`src/rtl/ram_arbiter_rr_pkg.sv`:
```
// Shared types for the multi-core RAM arbiter: data word, RAM handshake
// state and the arbiter FSM state, plus a cyclic slot increment helper.
package ram_arbiter_rr_pkg;

    localparam int CPUS_DEF   = 2;
    localparam int WORD_W_DEF = 32;

    typedef logic [WORD_W_DEF-1:0] word_t;

    typedef enum logic [1:0] {
        FREE   = 2'd0,
        BUSY   = 2'd1,
        ACCESS = 2'd2,
        ERROR  = 2'd3
    } ramstate_t;

    typedef enum logic {
        IDLE  = 1'b0,
        GRANT = 1'b1
    } arb_state_t;

    // Next slot after s in a ring of n slots.
    function automatic int next_slot(input int s, input int n);
        return (s + 1 >= n) ? 0 : s + 1;
    endfunction

endpackage

```
`src/rtl/ram_arbiter_rr_pick.sv`:
```
// Cyclic priority encoder: returns the first asserted request at or after
// i_ptr, wrapping around the N slots.
module ram_arbiter_rr_pick #(
    parameter int N  = 4,
    parameter int SW = (N > 1) ? $clog2(N) : 1
) (
    input  logic [N-1:0]  i_req,
    input  logic [SW-1:0] i_ptr,
    output logic [SW-1:0] o_idx,
    output logic          o_valid
);

    // Scan from the farthest offset down so the nearest requester wins last.
    always_comb begin
        int            w_s;
        logic [SW-1:0] w_cand;
        o_idx   = '0;
        o_valid = 1'b0;
        w_s     = 0;
        w_cand  = '0;
        for (int i = N - 1; i >= 0; i--) begin
            w_s = int'(i_ptr) + i;
            if (w_s >= N) begin
                w_s = w_s - N;
            end
            w_cand = SW'(w_s);
            if (i_req[w_cand]) begin
                o_idx   = w_cand;
                o_valid = 1'b1;
            end
        end
    end

endmodule

```
`src/rtl/ram_arbiter_rr.sv`:
```
// Registered round-robin arbiter sharing one RAM port between the icache
// and dcache of CPUS cores. Slot 2k is dcache k, slot 2k+1 is icache k.
// A grant is held for one full RAM transaction (ACCESS or ERROR) or until
// the granted requester withdraws.
module ram_arbiter_rr
    import ram_arbiter_rr_pkg::*;
#(
    parameter int CPUS   = CPUS_DEF,
    parameter int WORD_W = WORD_W_DEF
) (
    input  logic                     i_clk,
    input  logic                     i_rst,
    input  logic [CPUS-1:0]          i_iren,
    input  logic [CPUS-1:0]          i_dren,
    input  logic [CPUS-1:0]          i_dwen,
    input  logic [CPUS*WORD_W-1:0]   i_iaddr,
    input  logic [CPUS*WORD_W-1:0]   i_daddr,
    input  logic [CPUS*WORD_W-1:0]   i_dstore,
    output logic [CPUS-1:0]          o_iwait,
    output logic [CPUS-1:0]          o_dwait,
    output logic [CPUS*WORD_W-1:0]   o_iload,
    output logic [CPUS*WORD_W-1:0]   o_dload,
    output logic                     o_ram_ren,
    output logic                     o_ram_wen,
    output logic [WORD_W-1:0]        o_ram_addr,
    output logic [WORD_W-1:0]        o_ram_store,
    input  logic [WORD_W-1:0]        i_ram_load,
    input  logic [1:0]               i_ram_state,
    output logic                     o_ram_err
);

    localparam int N  = 2 * CPUS;
    localparam int SW = $clog2(N);
    localparam int CW = (CPUS > 1) ? $clog2(CPUS) : 1;

    arb_state_t    r_state;
    arb_state_t    w_state_nxt;
    logic [SW-1:0] r_rr_ptr;
    logic [SW-1:0] r_gnt;
    logic [SW-1:0] w_rr_ptr_nxt;
    logic [SW-1:0] w_gnt_nxt;
    logic [N-1:0]  w_req;
    logic [SW-1:0] w_pick_idx;
    logic          w_pick_valid;
    logic          w_gnt_req;
    logic [CW-1:0] w_gnt_core;
    ramstate_t     w_rs;

    for (genvar k = 0; k < CPUS; k++) begin : g_req
        assign w_req[2*k]   = i_dren[k] | i_dwen[k];
        assign w_req[2*k+1] = i_iren[k];
    end

    assign w_gnt_req  = w_req[r_gnt];
    assign w_gnt_core = CW'(r_gnt >> 1);
    assign w_rs       = ramstate_t'(i_ram_state);

    ram_arbiter_rr_pick #(
        .N  (N),
        .SW (SW)
    ) u_pick (
        .i_req   (w_req),
        .i_ptr   (r_rr_ptr),
        .o_idx   (w_pick_idx),
        .o_valid (w_pick_valid)
    );

    // State, round-robin pointer and grant registers.
    always_ff @(posedge i_clk or posedge i_rst) begin
        if (i_rst) begin
            r_state  <= IDLE;
            r_rr_ptr <= '0;
            r_gnt    <= '0;
        end else begin
            r_state  <= w_state_nxt;
            r_rr_ptr <= w_rr_ptr_nxt;
            r_gnt    <= w_gnt_nxt;
        end
    end

    // Next state: grant on any request, release on termination or withdrawal.
    always_comb begin
        w_state_nxt  = r_state;
        w_rr_ptr_nxt = r_rr_ptr;
        w_gnt_nxt    = r_gnt;
        case (r_state)
            IDLE: begin
                if (w_pick_valid) begin
                    w_gnt_nxt   = w_pick_idx;
                    w_state_nxt = GRANT;
                end
            end
            GRANT: begin
                if (!w_gnt_req) begin
                    // Withdrawn request: the pointer stays so the slot keeps its turn.
                    w_state_nxt = IDLE;
                end else if (w_rs == ACCESS || w_rs == ERROR) begin
                    w_state_nxt  = IDLE;
                    w_rr_ptr_nxt = SW'(next_slot(int'(r_gnt), N));
                end
            end
            default: w_state_nxt = IDLE;
        endcase
    end

    // Output mux: RAM side follows the granted slot, requester side sees
    // wait=1/load=0 except the granted slot on its ACCESS cycle.
    always_comb begin
        o_iwait     = '1;
        o_dwait     = '1;
        o_iload     = '0;
        o_dload     = '0;
        o_ram_ren   = 1'b0;
        o_ram_wen   = 1'b0;
        o_ram_addr  = '0;
        o_ram_store = '0;
        o_ram_err   = 1'b0;
        if (r_state == GRANT) begin
            for (int k = 0; k < CPUS; k++) begin
                if (CW'(k) == w_gnt_core) begin
                    if (r_gnt[0]) begin
                        o_ram_addr = i_iaddr[k*WORD_W +: WORD_W];
                        if (w_gnt_req) begin
                            o_ram_ren = 1'b1;
                            if (w_rs == ACCESS) begin
                                o_iwait[k]                 = 1'b0;
                                o_iload[k*WORD_W +: WORD_W] = i_ram_load;
                            end
                        end
                    end else begin
                        o_ram_addr  = i_daddr[k*WORD_W +: WORD_W];
                        o_ram_store = i_dstore[k*WORD_W +: WORD_W];
                        if (w_gnt_req) begin
                            // Write wins when both read and write are requested.
                            o_ram_wen = i_dwen[k];
                            o_ram_ren = i_dren[k] & ~i_dwen[k];
                            if (w_rs == ACCESS) begin
                                o_dwait[k]                 = 1'b0;
                                o_dload[k*WORD_W +: WORD_W] = i_ram_load;
                            end
                        end
                    end
                end
            end
            o_ram_err = w_gnt_req && (w_rs == ERROR);
        end
    end

endmodule

```
`config.mk`:
```
export PLATFORM = sky130hd
export DESIGN_NAME = ram_arbiter_rr
export DESIGN_NICKNAME = d
export VERILOG_FILES = /design/src/rtl/ram_arbiter_rr_pkg.sv /design/src/rtl/ram_arbiter_rr_pick.sv /design/src/rtl/ram_arbiter_rr.sv
export SDC_FILE = /design/constraint.sdc
export NUM_CORES = 1
export LEC_CHECK = 0
export ABC_AREA = 0
export BUFFER_PORTS_ARGS = -buffer_cell sky130_fd_sc_hd__buf_2
export CAP_MARGIN = 20
export CORE_AREA = 5 5 166 168
export DETAILED_ROUTE_END_ITERATION = 16
export DIE_AREA = 0 0 171 173
export PLACE_DENSITY_LB_ADDON = 0.1
export SLEW_MARGIN = 15
export SYNTH_ARGS = -nofsm -noshare
export SYNTH_HDL_FRONTEND = slang
export SYNTH_SLANG_ARGS = --single-unit
```
`constraint.sdc`:
```
create_clock -name i_clk -period 2.2 [get_ports i_clk]
set_input_delay 0.44 -clock i_clk [delete_from_list [all_inputs] [get_ports i_clk]]
set_output_delay 0.44 -clock i_clk [all_outputs]
set_load 0.02 [all_outputs]
```
==> flow_summary.ini <==
[run_status]
status = complete, but fails checks
violations = setup timing

[logic_synthesis]
seq_area_frac_synth_pct = 4.47
synth_top_cell_area_share_pct = 25.7
synth-main-ff-cell = dfrtp_1
synth_largest_area_cell = mux4_2
yosysWarnings = 0
netlist_instances = 395
synth-seq-cells = 5
synth_edf_count = 0
syn-mean-instance-area_um2 = 7.09
syn_area_um2 = 2800
ys_top_cells_by_count = 120 x nor2_1, 63 x and2_1, 35 x nand2_1, 33 x mux2i_1, 32 x mux4_2
async_reset_ff_share_pct = 100
yosysUniqueCellTypes = 31
synth_nets = 630
synth.most_common_cell = nor2_1
yosys-top-cells-area = mux4_2 26%, nor2_1 16%, and2_1 14%

[run]
drv_cap = 0

[global_route]
gr-total-overflow = 0
grt_max_degree = 38
antenna_found_initial = 1
first_global_vias = 4965
grt_pass1_wl_um = 30700
grtUsageTotal_pct = 13.2

[worst_setup_path]
criticalPathCategory = reg -> out
slowest_delay_ps = 480
cp.required_ps = 1760
cp_top_family = buffers and inverters
cp_cell_sequence = buf_4, buf_12, bufbuf_16, mux4_2, and2_1, buf_2
startpoint_type = register
cp_num_buf_inv = 4
cp-end-kind = primary output
critPathSlowestCell = mux4_2
worstPathArrival_ps = 2020
path_max_fanout = 7
ff2ff_setup_slack_ps = 400

[cells_and_area]
final_nets = 1097
drive_above_1_share_pct = 77.8
fin_cells = 1197
syn_to_final_growth_pct = 176
stdcell_area_um2 = 7720
final_util_pct = 30.0

[sta]
drv_slew = 0
setup_tns_ps = -28900
worst_slack_ps = -262
worst_pin_slew_ps = 344
post-route-period-util_pct = 112
finClkSkew_ps = 2.30
fmax_ghz = 0.406
relSlewSlack_pct = 77.0
final.min_clock_period_ps = 2460
hold_viol_final = 0
setup_viol = 166
rsz0062_at_grt = yes

[cts]
postCtsHoldBufs = 0
cts_root_buf = clkbuf_16
numCtsBuffers = 3
clk_path_buf_depth = 2
cts_tree = yes
clk_latency_ps = 230
cts.sinks = 5
clkTransAtPathRegs_ps = 30
ctsHtreeMaxLevel = 1

[worst_hold_path]
hp-class = in -> async

[pwr]
ir_worst_vdd_mv = 0.390
power.density_nw_per_um2 = 809
p_leak_nw = 3.73
power_mw = 6.24

[placed_design]
gp_congestion = 0.806
place_hpwl_um = 16900
post-place-cells = 1166
portBuffers = 432
placed_cell_area_um2 = 5840

[route]
vias = 4790
first_iter_violations = 127
drt.antenna.violating_nets = 0
vias_per_cell = 4.00
drc = 0
routed_wl_um = 21400
first_pass_iters = 5
wl_per_cell_um = 17.9

[floorplan]
core-area_um2 = 25800
dieArea_um2 = 29600
die_h_um = 173
pin_count = 433
num_rows = 59
start_util_pct = 10.9
fp.dieW_um = 171
[area by class of cell]
cell class              instances  area [um^2]
well taps                     335          419
inverters                      22         87.6
diodes                          1         2.50
flip-flops and latches          5          130
clock buffers                   4         78.8
multi-input cells             333         3190
fillers                      2779        18000
repair buffers                497         3820
[sequential cells by signal, indices dropped and copies added, names as in the netlist]
register,cells
r_gnt,2
r_rr_ptr,2
r_state,1
[per-layer routing]
layer / up-vias / track usage [%] / share of wire, %
met5: - / 0 / 0
met4: 0 / 3.37 / 1.8
met3: 22 / 2.53 / 8.0
met2: 234 / 24.4 / 54
met1: 2256 / 15.4 / 37
li1: 2278 / - / -
[power by group]
group	switching, mW	internal, mW	leakage, nW
logic	3.12	2.60	3.63
clock network	0.0573	0.240	0.0382
registers	0.0760	0.148	0.0568
[through the flow]
stage / hold WS (ps) / setup WS, ps
final: 107 / -262
after floorplan: 219 / -50.3
after global placement: 364 / -192
after global routing: 130 / -359
after CTS: 118 / -268
after detailed placement: 357 / -216
[cell families (layout without fill, tap and decap cells)]
logic type	count (synthesis)	count (layout)	share of synthesized area, %
DFF	5	5	4.47
other	0	1	0
adders and majority gates	1	1	0.447
muxes	68	68	38.8
and+or+nand+nor	245	245	41.7
AOI/OAI and AO/OA	19	19	6.30
buffers and inverters	57	523	8.36
[layout by cell type, fill, tap and decap left out, types with 2 or more instances in the layout]
master / n
nor3b_4: 4
nand2_1: 35
clkbuf_16: 5
buf_12: 15
dfrtp_1: 3
o211ai_1: 2
and2_4: 31
inv_4: 2
nand4_1: 3
mux2i_1: 33
a31oi_1: 2
nor3b_2: 12
buf_4: 53
buf_16: 4
and2_1: 32
nor2_2: 6
buf_8: 5
bufbuf_16: 2
o21bai_1: 2
buf_6: 118
mux4_2: 32
a211oi_1: 2
inv_1: 19
nor2_4: 68
mux2_2: 3
buf_2: 298
nor2_1: 46
a21oi_1: 2
a2111oi_4: 2
[final timing paths]
kind,startpoint,depth (start not counted),endpoint
worst min register to register,r_rr_ptr[0]$_DFFE_PP0P_,1,r_rr_ptr[0]$_DFFE_PP0P_
worst max-delay path,r_gnt[0]$_DFFE_PP0P_,6,o_ram_addr[0]
min in group i_clk,i_ram_state[1],2,r_state$_DFF_PP0_
worst min-delay path,i_rst,2,r_rr_ptr[0]$_DFFE_PP0P_
max in group asynchronous,i_rst,2,r_gnt[1]$_DFFE_PP0P_
worst max register to register,r_gnt[1]$_DFFE_PP0P_,8,r_rr_ptr[1]$_DFFE_PP0P_
[what timing repair did]
action	in CTS	in global routing
buffers inserted	15	7
resized for setup	333	112
pin swaps	13	41
endpoints found under the setup margin	167	168
cloned	9	2
No activity file was read; power rests on OpenSTA's default activity.
